==> src/rtl/br_tag_pkg.sv <==
// rtl/br_tag_pkg.sv - shared branch tag sizes and types
package br_tag_pkg;
  localparam int N_BR_TAGS = 4;
  localparam int BR_TAG_W  = $clog2(N_BR_TAGS);

  typedef logic [BR_TAG_W-1:0]  br_tag_t;
  typedef logic [N_BR_TAGS-1:0] br_mask_t;
endpackage

==> src/rtl/br_free_finder.sv <==
// rtl/br_free_finder.sv - lowest-set-bit priority encoder with found flag
module br_free_finder #(
  parameter int N = 4,
  parameter int W = $clog2(N)
) (
  input  logic [N-1:0] free_i,
  output logic [W-1:0] idx_o,
  output logic         found_o
);

  // Scan from the top down so the lowest set bit is the last one written.
  always_comb begin
    idx_o   = '0;
    found_o = 1'b0;
    for (int i = N - 1; i >= 0; i--) begin
      if (free_i[i]) begin
        idx_o   = W'(i);
        found_o = 1'b1;
      end
    end
  end

endmodule

==> src/rtl/branch_tag_manager.sv <==
// rtl/branch_tag_manager.sv - branch tag allocator with dependency-row squash;
// optional protocol checker under BR_TAG_ERR_CHECK_EN.
module branch_tag_manager
  import br_tag_pkg::*;
#(
  parameter int NUM_TAGS = N_BR_TAGS
) (
  input  logic                        clock,
  input  logic                        reset,
  input  logic                        alloc_req,
  output logic                        alloc_gnt,
  output logic [$clog2(NUM_TAGS)-1:0] alloc_tag,
  output logic [NUM_TAGS-1:0]         alloc_mask,
  input  logic                        resolve_valid,
  input  logic [$clog2(NUM_TAGS)-1:0] resolve_tag,
  input  logic                        take_branch,
  output logic                        kill,
  output logic [NUM_TAGS-1:0]         kill_mask,
  output logic                        resolve,
  output logic [NUM_TAGS-1:0]         free_mask,
  output logic [NUM_TAGS-1:0]         active_mask,
  output logic                        branch_pending,
  output logic                        full,
  output logic                        err
);

  localparam int TW = $clog2(NUM_TAGS);

  logic [NUM_TAGS-1:0] valid_q, valid_d;
  logic [NUM_TAGS-1:0] dep_q [NUM_TAGS];
  logic [NUM_TAGS-1:0] dep_d [NUM_TAGS];
  logic                kill_q, kill_d;
  logic                resolve_q, resolve_d;
  logic [NUM_TAGS-1:0] kill_mask_q, kill_mask_d;
  logic [NUM_TAGS-1:0] free_mask_q, free_mask_d;

  logic [NUM_TAGS-1:0] res_onehot;
  logic [NUM_TAGS-1:0] squash_mask;
  logic                res_hit, res_ok, res_bad;
  logic [TW-1:0]       free_tag;
  logic                free_found;

  br_free_finder #(
    .N(NUM_TAGS),
    .W(TW)
  ) u_free_finder (
    .free_i (~valid_q),
    .idx_o  (free_tag),
    .found_o(free_found)
  );

  assign res_onehot = NUM_TAGS'(1) << resolve_tag;
  assign res_hit    = resolve_valid & valid_q[resolve_tag];
  assign res_ok     = res_hit & ~take_branch;
  assign res_bad    = res_hit & take_branch;

  // A mispredict squashes the branch itself plus every tag younger than it.
  always_comb begin
    squash_mask = res_onehot;
    for (int j = 0; j < NUM_TAGS; j++) begin
      if (valid_q[j] && dep_q[j][resolve_tag]) squash_mask[j] = 1'b1;
    end
  end

  assign alloc_gnt  = alloc_req & free_found & ~(resolve_valid & take_branch) & ~kill_q;
  assign alloc_tag  = free_tag;
  assign alloc_mask = valid_q & ~(res_ok ? res_onehot : '0);

  always_comb begin
    valid_d = valid_q;
    dep_d   = dep_q;
    if (res_ok) begin
      valid_d = valid_d & ~res_onehot;
      for (int j = 0; j < NUM_TAGS; j++) dep_d[j][resolve_tag] = 1'b0;
    end
    if (res_bad) begin
      valid_d = valid_d & ~squash_mask;
      for (int j = 0; j < NUM_TAGS; j++) begin
        if (squash_mask[j]) dep_d[j] = '0;
      end
    end
    if (alloc_gnt) begin
      valid_d[free_tag] = 1'b1;
      dep_d[free_tag]   = alloc_mask;
    end
    kill_d      = res_bad;
    resolve_d   = res_ok;
    kill_mask_d = res_bad ? squash_mask : '0;
    free_mask_d = res_ok ? res_onehot : kill_mask_d;
  end

  always_ff @(posedge clock or posedge reset) begin
    if (reset) begin
      valid_q     <= '0;
      kill_q      <= 1'b0;
      resolve_q   <= 1'b0;
      kill_mask_q <= '0;
      free_mask_q <= '0;
      for (int j = 0; j < NUM_TAGS; j++) dep_q[j] <= '0;
    end else begin
      valid_q     <= valid_d;
      kill_q      <= kill_d;
      resolve_q   <= resolve_d;
      kill_mask_q <= kill_mask_d;
      free_mask_q <= free_mask_d;
      for (int j = 0; j < NUM_TAGS; j++) dep_q[j] <= dep_d[j];
    end
  end

  assign kill           = kill_q;
  assign resolve        = resolve_q;
  assign kill_mask      = kill_mask_q;
  assign free_mask      = free_mask_q;
  assign active_mask    = valid_q;
  assign branch_pending = |valid_q;
  assign full           = &valid_q;

`ifdef BR_TAG_ERR_CHECK_EN
  logic       err_q, err_d;
  logic [6:0] stall_cnt_q, stall_cnt_d;
  logic       stall;

  // Counter saturates at 64; a stall seen with the counter there is the 65th cycle.
  assign stall = alloc_req & ~free_found;

  always_comb begin
    stall_cnt_d = stall_cnt_q;
    err_d       = err_q;
    if (!stall) stall_cnt_d = '0;
    else if (stall_cnt_q != 7'd64) stall_cnt_d = stall_cnt_q + 7'd1;
    if ((resolve_valid && !valid_q[resolve_tag]) || (stall && stall_cnt_q == 7'd64)) err_d = 1'b1;
  end

  always_ff @(posedge clock or posedge reset) begin
    if (reset) begin
      err_q       <= 1'b0;
      stall_cnt_q <= '0;
    end else begin
      err_q       <= err_d;
      stall_cnt_q <= stall_cnt_d;
    end
  end

  assign err = err_q;
`else
  assign err = 1'b0;
`endif

endmodule

==> config.mk <==
export PLATFORM = sky130hd
export DESIGN_NAME = branch_tag_manager
export DESIGN_NICKNAME = d
export VERILOG_FILES = /design/src/rtl/br_tag_pkg.sv /design/src/rtl/br_free_finder.sv /design/src/rtl/branch_tag_manager.sv
export SDC_FILE = /design/constraint.sdc
export NUM_CORES = 1
export LEC_CHECK = 0
export BUFFER_PORTS_ARGS = -buffer_cell sky130_fd_sc_hd__buf_2
export CAP_MARGIN = 20
export CORE_AREA = 2 2 54 56
export CTS_CLUSTER_SIZE = 30
export DETAILED_ROUTE_END_ITERATION = 12
export DIE_AREA = 0 0 56 58
export HOLD_SLACK_MARGIN = 0.15
export PLACE_DENSITY = 0.88
export RECOVER_POWER = 25
export SLEW_MARGIN = 20
export SYNTH_ARGS = -nofsm -noshare
export SYNTH_HDL_FRONTEND = slang
export SYNTH_SLANG_ARGS = --single-unit
export TNS_END_PERCENT = 30
==> constraint.sdc <==
create_clock -name clock -period 1.6 [get_ports clock]
set_input_delay 0.08 -clock clock [delete_from_list [all_inputs] [get_ports clock]]
set_output_delay 0.08 -clock clock [all_outputs]
set_load 0.05 [all_outputs]
==> results.json, run 1 <==
{
  "run_status": "finished with violations",
  "violated_checks": "setup timing",
  "drtIter0Drc": 33,
  "drv_cap": 0,
  "avg_vias_per_cell": 5.94,
  "drive_gt1_frac": 0.379,
  "cts-root-buf": "sky130_fd_sc_hd__clkbuf_4",
  "crit_type": "flop to output port",
  "min_delay_path_depth": 3,
  "synth.ff_latch_count": 26,
  "net-switching-power_w": 0.00163,
  "hold_end": "kill",
  "tritoncts.num_buffers": 3,
  "routability_congestion_estimate": 0.913,
  "layout_setup_ws_ns": -0.0176,
  "synth_largest_area_cell": "sky130_fd_sc_hd__dfrtp_1",
  "power.share.combinational": 0.593,
  "synthToLayoutAreaGrowth_pct": 26.5,
  "timing.final.setup_violations": 2,
  "io_buffer_count": 29,
  "timing.hold.worst.class": "primary input to flop",
  "number_of_h_tree_levels": 1,
  "finish.net_count": 186,
  "fmax_mhz": 618,
  "cts_tree": "built",
  "clkSlewWorstSetupHoldPaths_ns": 0.12,
  "first_pass_grt_wire_length_um": 5410,
  "vias": 1236,
  "cts.sinks": 26,
  "row_count": 19,
  "synth_sequential_area_ratio": 0.484,
  "grt_util_all_layers": 0.218,
  "drc_errors": 0,
  "drt_pass_1_iters": 4,
  "synth_cell_type_count": 39,
  "fp.dieArea_um2": 3250,
  "route.antenna.remaining_nets": 0,
  "final_min_period_ns": 1.62,
  "finalHoldViolations": 0,
  "final_core_area_utilization": 0.639,
  "clockPowerShare": 0.084,
  "place_inst": 195,
  "post_dr_wirelength_cell_um": 16.9,
  "worstHoldStart": "take_branch",
  "report.final.slew_viol_count": 0,
  "crit_path_start_kind": "flop",
  "yosysWarnings": 0,
  "layout_worst_path_cycle_share": 1.01,
  "initial_core_util": 0.505,
  "cts-root-to-sink-buffers": 2,
  "r2r_slack_ns": 0.09,
  "totalNegativeSetupSlack_ns": -0.0196,
  "grt_start_max_net_pins": 27,
  "ys_top_cells_by_area": "sky130_fd_sc_hd__dfrtp_1 (48%), sky130_fd_sc_hd__o22ai_1 (5.1%), sky130_fd_sc_hd__nand2_1 (4.7%)",
  "tightestPinTransition_ns": 0.657,
  "p_total_w": 0.00322,
  "dp_hpwl_um": 2290,
  "n_antenna_cell": 0,
  "peakVddDrop_mv": 1.20,
  "r2r_cells": 6,
  "pwr_density_cell_nw_per_um2": 1890,
  "globalRoute.totalOverflow": 0,
  "synth-edff-count": 0,
  "grt_antenna_before_repair": 0,
  "seqPwrFrac": 0.323,
  "crit_arrival_ns": 1.54,
  "worst_r2r_startpoint": "active_mask[2]",
  "syn-cell-area_um2": 1340,
  "routed_wl_um": 3510,
  "clk-insertion-delay-late_ns": 0.32,
  "critical_path.reg2reg.endpoint": "active_mask[3]",
  "instances_no_fill": 208,
  "die-width_um": 56,
  "grt_setup_unrepaired": "yes",
  "post_synth_inst_count": 134,
  "swShare": 0.507,
  "post_synth.cell_area_avg_um2": 10.0,
  "critical_path_peak_fanout": 7,
  "power_leakage_nw": 0.862,
  "post-synth-top-area-fraction": 0.484,
  "grt_pass1_vias": 1144,
  "dominantRegCellSynth": "sky130_fd_sc_hd__dfrtp_1",
  "fin_worst_skew_ns": 0.00147,
  "die_h_um": 58,
  "timing.critical_path.required_ns": 1.52,
  "core_area_um2": 2660,
  "boundaryPins": 31,
  "slew-limit-headroom": 0.562,
  "synthArstFlopShare": 1.00,
  "timing.critical_path.to_type": "output port",
  "syn-num-nets": 141,
  "power_report.internal_total_w": 0.00159
}
-- worst max-delay path: stages, from the launching register on --
cell and delay, ns:
sky130_fd_sc_hd__dfrtp_2 0.47, sky130_fd_sc_hd__buf_4 0.16, sky130_fd_sc_hd__or4_1 0.41, sky130_fd_sc_hd__buf_6 0.17
-- through the flow --
stage / hold slack, ns / cell area [µm²] / setup WS, ns
after floorplan: 0.120 / 1360 / -0.199
final: 0.170 / 1700 / -0.0176
after global placement: 0.139 / 1540 / 0.134
after CTS: 0.159 / 1640 / -0.0455
after detailed placement: 0.156 / 1540 / 0.119
after global routing: 0.177 / 1700 / -0.0674
-- kinds of logic after synthesis --
group / synth area share
other: 0.00279
AO/OA/AOI/OAI: 0.172
buffers and inverters: 0.0791
multiplexers: 0.0149
flip-flops: 0.484
AND/OR/NAND/NOR: 0.247
-- final cells by class --
class / instances / area [µm²]
clock buffer: 3 / 22.5
fill: 223 / 962
inverter: 9 / 33.8
multi-input combinational: 90 / 631
sequential: 26 / 654
tap: 31 / 38.8
timing repair buffer: 49 / 320
-- flip-flops by register name, summed over array words and instances (netlist names) --
signal	flops
kill_mask	4
active_mask	4
resolve	1
free_mask	4
dep_q	12
kill	1
-- power by group through the flow --
stage	Clock (W)	Sequential (W)	Combinational [W]
2_1_floorplan	0	0.00125	0.00103
3_3_place_gp	0	0.00104	0.00161
3_5_place_dp	0	0.00106	0.00162
4_1_cts	0.000274	0.00105	0.00172
5_1_grt	0.000305	0.00106	0.00204
6_report	0.000269	0.00104	0.00191
-- worst max path at each step --
stage / slack [ns] / end / startpoint
6_report: -0.02 / branch_pending / active_mask[3]
5_1_grt: -0.07 / alloc_mask[2] / active_mask[2]
4_1_cts: -0.05 / alloc_mask[3] / active_mask[3]
3_5_place_dp: 0.12 / active_mask[3] / active_mask[1]
3_3_place_gp: 0.13 / active_mask[3] / active_mask[1]
2_1_floorplan: -0.20 / alloc_gnt / active_mask[2]
-- repair_timing --
item | in CTS | in global routing
resized for setup | 11 | 11
setup endpoints to repair | 6 | 15
endpoints found under the hold margin | 27 | 0
buffers inserted | 2 | 5
hold buffers | 3 | 0
cloned | 0 | 0
pin swaps | 1 | 1
-- layer usage --
metal	wire length [µm]	global-route usage
met5	0	0
met1	1320	0.289
met2	1760	0.353
met3	311	0.0402
met4	112	0.0986
-- synth_stat cells, types with 2 or more instances --
cell type	count
sky130_fd_sc_hd__dfrtp_1	26
sky130_fd_sc_hd__nand2_1	17
sky130_fd_sc_hd__nand3_1	11
sky130_fd_sc_hd__o22ai_1	11
sky130_fd_sc_hd__inv_1	9
sky130_fd_sc_hd__nand3b_1	6
sky130_fd_sc_hd__o21ai_0	6
sky130_fd_sc_hd__a21oi_1	3
sky130_fd_sc_hd__and2_1	3
sky130_fd_sc_hd__buf_4	3
sky130_fd_sc_hd__clkbuf_1	3
sky130_fd_sc_hd__nand4b_1	3
sky130_fd_sc_hd__clkbuf_8	2
sky130_fd_sc_hd__mux2i_1	2
sky130_fd_sc_hd__nand2b_1	2
sky130_fd_sc_hd__nand4_1	2
sky130_fd_sc_hd__nor2b_1	2
sky130_fd_sc_hd__o21a_1	2
-- placed cells by master (no fill, tap or decap), types with 2 or more instances in the layout --
master and instances:
sky130_fd_sc_hd__dlygate4sd3_1 3, sky130_fd_sc_hd__nand4_1 2, sky130_fd_sc_hd__nand3_1 11, sky130_fd_sc_hd__buf_4 18, sky130_fd_sc_hd__buf_2 23, sky130_fd_sc_hd__dfrtp_2 3, sky130_fd_sc_hd__nand2_1 14, sky130_fd_sc_hd__nand3b_1 6
sky130_fd_sc_hd__nand4b_1 3, sky130_fd_sc_hd__and2_1 3, sky130_fd_sc_hd__o22ai_1 11, sky130_fd_sc_hd__buf_6 2, sky130_fd_sc_hd__o21ai_0 5, sky130_fd_sc_hd__clkbuf_4 4, sky130_fd_sc_hd__clkbuf_2 2, sky130_fd_sc_hd__dfrtp_1 23
sky130_fd_sc_hd__nand2_2 2, sky130_fd_sc_hd__o21a_1 2, sky130_fd_sc_hd__inv_1 9, sky130_fd_sc_hd__a21oi_1 2, sky130_fd_sc_hd__nand2b_1 2
(Power assumes the default switching activity.)
==> run 2: changes to the inputs <==
- CELL_PAD_IN_SITES_DETAIL_PLACEMENT: unset -> 1
- CELL_PAD_IN_SITES_GLOBAL_PLACEMENT: unset -> 1
- CORE_AREA: 2 2 54 56 -> 2 2 61 63
- DIE_AREA: 0 0 56 58 -> 0 0 63 65
- PLACE_DENSITY: 0.88 -> 0.89
==> results.json, run 2 (synthesized netlist as in run 1, its figures left out) <==
{
  "cts-root-buf": "sky130_fd_sc_hd__clkbuf_4",
  "cts-root-to-sink-buffers": 2,
  "timing.critical_path.max_delay_family": "simple AND/OR/NAND/NOR gates",
  "fill_cells": 424,
  "row_count": 22,
  "crit_type": "flop to output port",
  "first_pass_grt_wire_length_um": 6630,
  "drc_errors": 0,
  "clkSlewWorstSetupHoldPaths_ns": 0.13,
  "boundaryPins": 31,
  "die_h_um": 65,
  "drtIter0Drc": 55,
  "initial_core_util": 0.384,
  "layout_worst_path_cycle_share": 1.05,
  "n_antenna_cell": 0,
  "stdcell_area_um2": 1770,
  "flip_flop_count_of_the_largest_register_after_layout": 12,
  "tritoncts.num_buffers": 3,
  "critical_path.n_buffers_inverters": 2,
  "grt_pass1_vias": 1279,
  "post_dr_wirelength_cell_um": 18.8,
  "crit_arrival_ns": 1.61,
  "peakVddDrop_mv": 0.950,
  "finish.net_count": 184,
  "mostFrequentLayoutCell": "sky130_fd_sc_hd__dfrtp_1",
  "timing.final.setup_violations": 2,
  "layout_setup_ws_ns": -0.0864,
  "totalNegativeSetupSlack_ns": -0.139,
  "slew-limit-headroom": 0.561,
  "cts_tree": "built",
  "fmax_mhz": 593,
  "clk-insertion-delay-late_ns": 0.32,
  "drt_pass_1_iters": 4,
  "die-width_um": 63,
  "timing.critical_path.required_ns": 1.52,
  "cp_cell_instances": "buf_6 > or4_4 > buf_8",
  "finalHoldViolations": 0,
  "power_leakage_nw": 0.868,
  "avg_vias_per_cell": 5.60,
  "grt_util_all_layers": 0.211,
  "pwr_density_cell_nw_per_um2": 1930,
  "fin_worst_skew_ns": 0.00180,
  "route.antenna.remaining_nets": 0,
  "core_area_um2": 3500,
  "cts.sinks": 26,
  "placed_area_um2": 1560,
  "io_buffer_count": 29,
  "drive_gt1_frac": 0.417,
  "critical_path_peak_fanout": 3,
  "fp.dieArea_um2": 4100,
  "number_of_h_tree_levels": 1,
  "grt_antenna_before_repair": 0,
  "dp_hpwl_um": 2710,
  "vias": 1248,
  "globalRoute.totalOverflow": 0,
  "grt_setup_unrepaired": "yes",
  "report.final.slew_viol_count": 0,
  "instances_no_fill": 223,
  "final_min_period_ns": 1.69,
  "timing.hold.worst.class": "primary input to flop",
  "p_total_w": 0.00341,
  "timing.critical_path.to_type": "output port",
  "violated_checks": "setup timing",
  "max_flop_register": "dep_q",
  "routed_wl_um": 4200,
  "routability_congestion_estimate": 0.813,
  "drv_cap": 0,
  "place_inst": 211,
  "critPathMaxStageDelay_ns": 0.54,
  "most-common-layout-cells": "sky130_fd_sc_hd__dfrtp_1 (23), sky130_fd_sc_hd__buf_2 (21), sky130_fd_sc_hd__buf_4 (14)",
  "grt_start_max_net_pins": 27,
  "synthToLayoutAreaGrowth_pct": 31.4,
  "slowest_stage": "sky130_fd_sc_hd__or4_4",
  "run_status": "finished with violations",
  "tightestPinTransition_ns": 0.658,
  "crit_path_start_kind": "flop"
}
run 2: worst paths after layout:
| kind | from | end | slack [ns] | cells past startpoint |
|---|---|---|---|---|
| min reg2reg | dep_q[14] | dep_q[14] | 0.56 | 2 |
| min | resolve_valid | kill | 0.18 | 3 |
| max | active_mask[0] | branch_pending | -0.09 | 3 |
| max in group asynchronous | reset | active_mask[3] | 0.69 | 4 |
| max reg2reg | active_mask[2] | active_mask[3] | 0.03 | 6 |
| min in group asynchronous | reset | free_mask[1] | 0.45 | 4 |
run 2: power by group:
group	internal, W	switching, W	leakage [nW]
clock network	0.0000884	0.000193	0.0138
logic	0.000714	0.00138	0.521
registers	0.000867	0.000166	0.334
total	0.00167	0.00174	0.868
run 2: tightest hold or removal path, cell delays in order:
cell and delay [ns]:
sky130_fd_sc_hd__buf_2 0.13, sky130_fd_sc_hd__nand3b_1 0.13, sky130_fd_sc_hd__o22ai_4 0.12
run 2: through the flow:
stage	util	hold slack, ns	setup WS, ns
floorplan	-	0.120	-0.199
global placement	0.445	0.147	0.146
detailed placement	0.445	0.160	0.0748
CTS	0.489	0.152	-0.0818
global route	0.505	0.162	-0.138
finish	0.505	0.182	-0.0864
run 2: metal layers:
layer / part of all wire / track usage
met1: 0.41 / 0.261
met2: 0.51 / 0.368
met3: 0.048 / 0.0330
met4: 0.029 / 0.0861
met5: 0 / 0
run 2: area by class of cell:
class                           instances  area, µm²  area share
Inverter                                9       33.8      0.0191
Clock buffer                            3       22.5      0.0128
Timing Repair Buffer                   47        339       0.192
Sequential cell                        26        654       0.371
Tap cell                               48       60.1      0.0340
Multi-Input combinational cell         90        656       0.371
run 2: what timing repair did:
action,CTS,global route
hold endpoints to repair,27,0
gates resized for setup,21,18
setup endpoints to repair,7,19
hold buffers,3,0
setup buffers,5,1
pin swaps,2,5
==> run 3: changes to the inputs <==
- PLACE_DENSITY: 0.89 -> 0.85
==> results.json, run 3 (synthesized netlist as in run 1, its figures left out) <==
{
  "cts.sinks": 26,
  "cts-root-buf": "sky130_fd_sc_hd__clkbuf_4",
  "drtIter0Drc": 84,
  "max_flop_register": "dep_q",
  "crit_arrival_ns": 1.59,
  "place_ws_ns": 0.0455,
  "vias": 1273,
  "die-width_um": 63,
  "crit_path_start_kind": "flop",
  "final_min_period_ns": 1.67,
  "tritoncts.num_buffers": 3,
  "timing.hold.worst.class": "primary input to flop",
  "drt_pass_1_iters": 5,
  "p_total_w": 0.00349,
  "drive_gt1_frac": 0.417,
  "finalHoldViolations": 0,
  "grt_util_all_layers": 0.233,
  "placed_area_um2": 1590,
  "cts_tree": "built",
  "footprint_of_the_multi_input_gates_um2": 634,
  "slowest_stage": "sky130_fd_sc_hd__or4_4",
  "first_pass_grt_wire_length_um": 7380,
  "grt_pass1_vias": 1422,
  "die_h_um": 65,
  "drc_errors": 0,
  "pwr_density_cell_nw_per_um2": 1960,
  "fill_cells": 414,
  "routability_congestion_estimate": 0.849,
  "boundaryPins": 31,
  "peakVddDrop_mv": 0.832,
  "routed_wl_um": 4400,
  "slew-limit-headroom": 0.558,
  "critPathMaxStageDelay_ns": 0.49,
  "globalRoute.totalOverflow": 0,
  "timing.critical_path.required_ns": 1.52,
  "grt_antenna_before_repair": 0,
  "fin_worst_skew_ns": 0.00625,
  "timing.critical_path.to_type": "output port",
  "route.antenna.remaining_nets": 0,
  "crit_type": "flop to output port",
  "fmax_mhz": 599,
  "tightestPinTransition_ns": 0.663,
  "critical_path.n_buffers_inverters": 2,
  "report.final.slew_viol_count": 0,
  "synthToLayoutAreaGrowth_pct": 32.6,
  "drv_cap": 0,
  "power_leakage_nw": 0.882,
  "timing.final.setup_violations": 3,
  "run_status": "finished with violations",
  "grt_start_max_net_pins": 27,
  "r2r_slack_ns": -0.04,
  "avg_vias_per_cell": 5.58,
  "final_core_area_utilization": 0.510,
  "layout_worst_path_cycle_share": 1.04,
  "violated_checks": "setup timing",
  "row_count": 22,
  "cts-root-to-sink-buffers": 2,
  "clk-insertion-delay-late_ns": 0.33,
  "number_of_h_tree_levels": 1,
  "fp.dieArea_um2": 4100,
  "io_buffer_count": 29,
  "most-common-layout-cells": "sky130_fd_sc_hd__dfrtp_1 (22), sky130_fd_sc_hd__buf_2 (22), sky130_fd_sc_hd__buf_4 (18)",
  "core_area_um2": 3500,
  "totalNegativeSetupSlack_ns": -0.162,
  "dp_hpwl_um": 2840,
  "layout_setup_ws_ns": -0.0681,
  "clkSlewWorstSetupHoldPaths_ns": 0.15,
  "cp_cell_instances": "buf_6 > or4_4 > buf_8",
  "flip_flop_count_of_the_largest_register_after_layout": 12,
  "finish.net_count": 188,
  "grt_setup_unrepaired": "yes",
  "n_antenna_cell": 0,
  "critical_path_peak_fanout": 5,
  "initial_core_util": 0.384,
  "timing.critical_path.max_delay_family": "simple AND/OR/NAND/NOR gates",
  "stdcell_area_um2": 1780,
  "post_dr_wirelength_cell_um": 19.3,
  "sequential_cell_area_um2": 656
}
==> run 3: layer usage <==
| metal | wire (µm) | global-route usage |
|---|---|---|
| met1 | 1850 | 0.292 |
| met2 | 2290 | 0.416 |
| met3 | 202 | 0.0347 |
| met4 | 63 | 0.0694 |
| met5 | 0 | 0 |
==> run 3: repair_timing <==
action                                  in CTS  in global routing
endpoints found under the hold margin       28                  0
hold buffers                                 4                  0
buffers inserted                             4                  1
endpoints found under the setup margin       9                 27
pin swaps                                    2                  1
gates resized for setup                     26                  5
==> run 3: final cells by class <==
cell class / count / area share
repair buffers: 51 / 0.203
inverters: 9 / 0.0190
flip-flops and latches: 26 / 0.368
clock buffers: 4 / 0.0204
multi-input cells: 90 / 0.356
well taps: 48 / 0.0337
==> run 3: final timing paths <==
check                               start        endpoint  cells past startpoint
max in group asynchronous           reset  active_mask[3]                      4
hold reg to reg                 dep_q[15]       dep_q[15]                      2
setup reg to reg           active_mask[2]  active_mask[2]                      6
min in group asynchronous           reset    kill_mask[1]                      4
hold / removal                take_branch            kill                      3
setup / recovery           active_mask[2]  branch_pending                      3
==> run 3: worst reg2reg max path, delay by kind of cell, from the launching register on <==
family / cells / cell delay, ns
AOI/OAI and AO/OA: 2 / 0.40
DFF: 1 / 0.48
buffers and inverters: 2 / 0.27
muxes: 1 / 0.26
and+or+nand+nor: 1 / 0.16
==> run 3: per-stage QoR <==
step | hold WS (ns) | cells
after CTS | 0.164 | 227
after global routing | 0.205 | 228
after global placement | 0.147 | 215
after detailed placement | 0.161 | 215
after floorplan | 0.120 | 134
final | 0.180 | 228
==> run 3: power breakdown <==
group	internal, W	total (W)	leakage [nW]	switching [W]
Combinational	0.000726	0.00208	0.528	0.00136
Clock	0.000139	0.000345	0.0210	0.000205
Sequential	0.000869	0.00106	0.333	0.000192
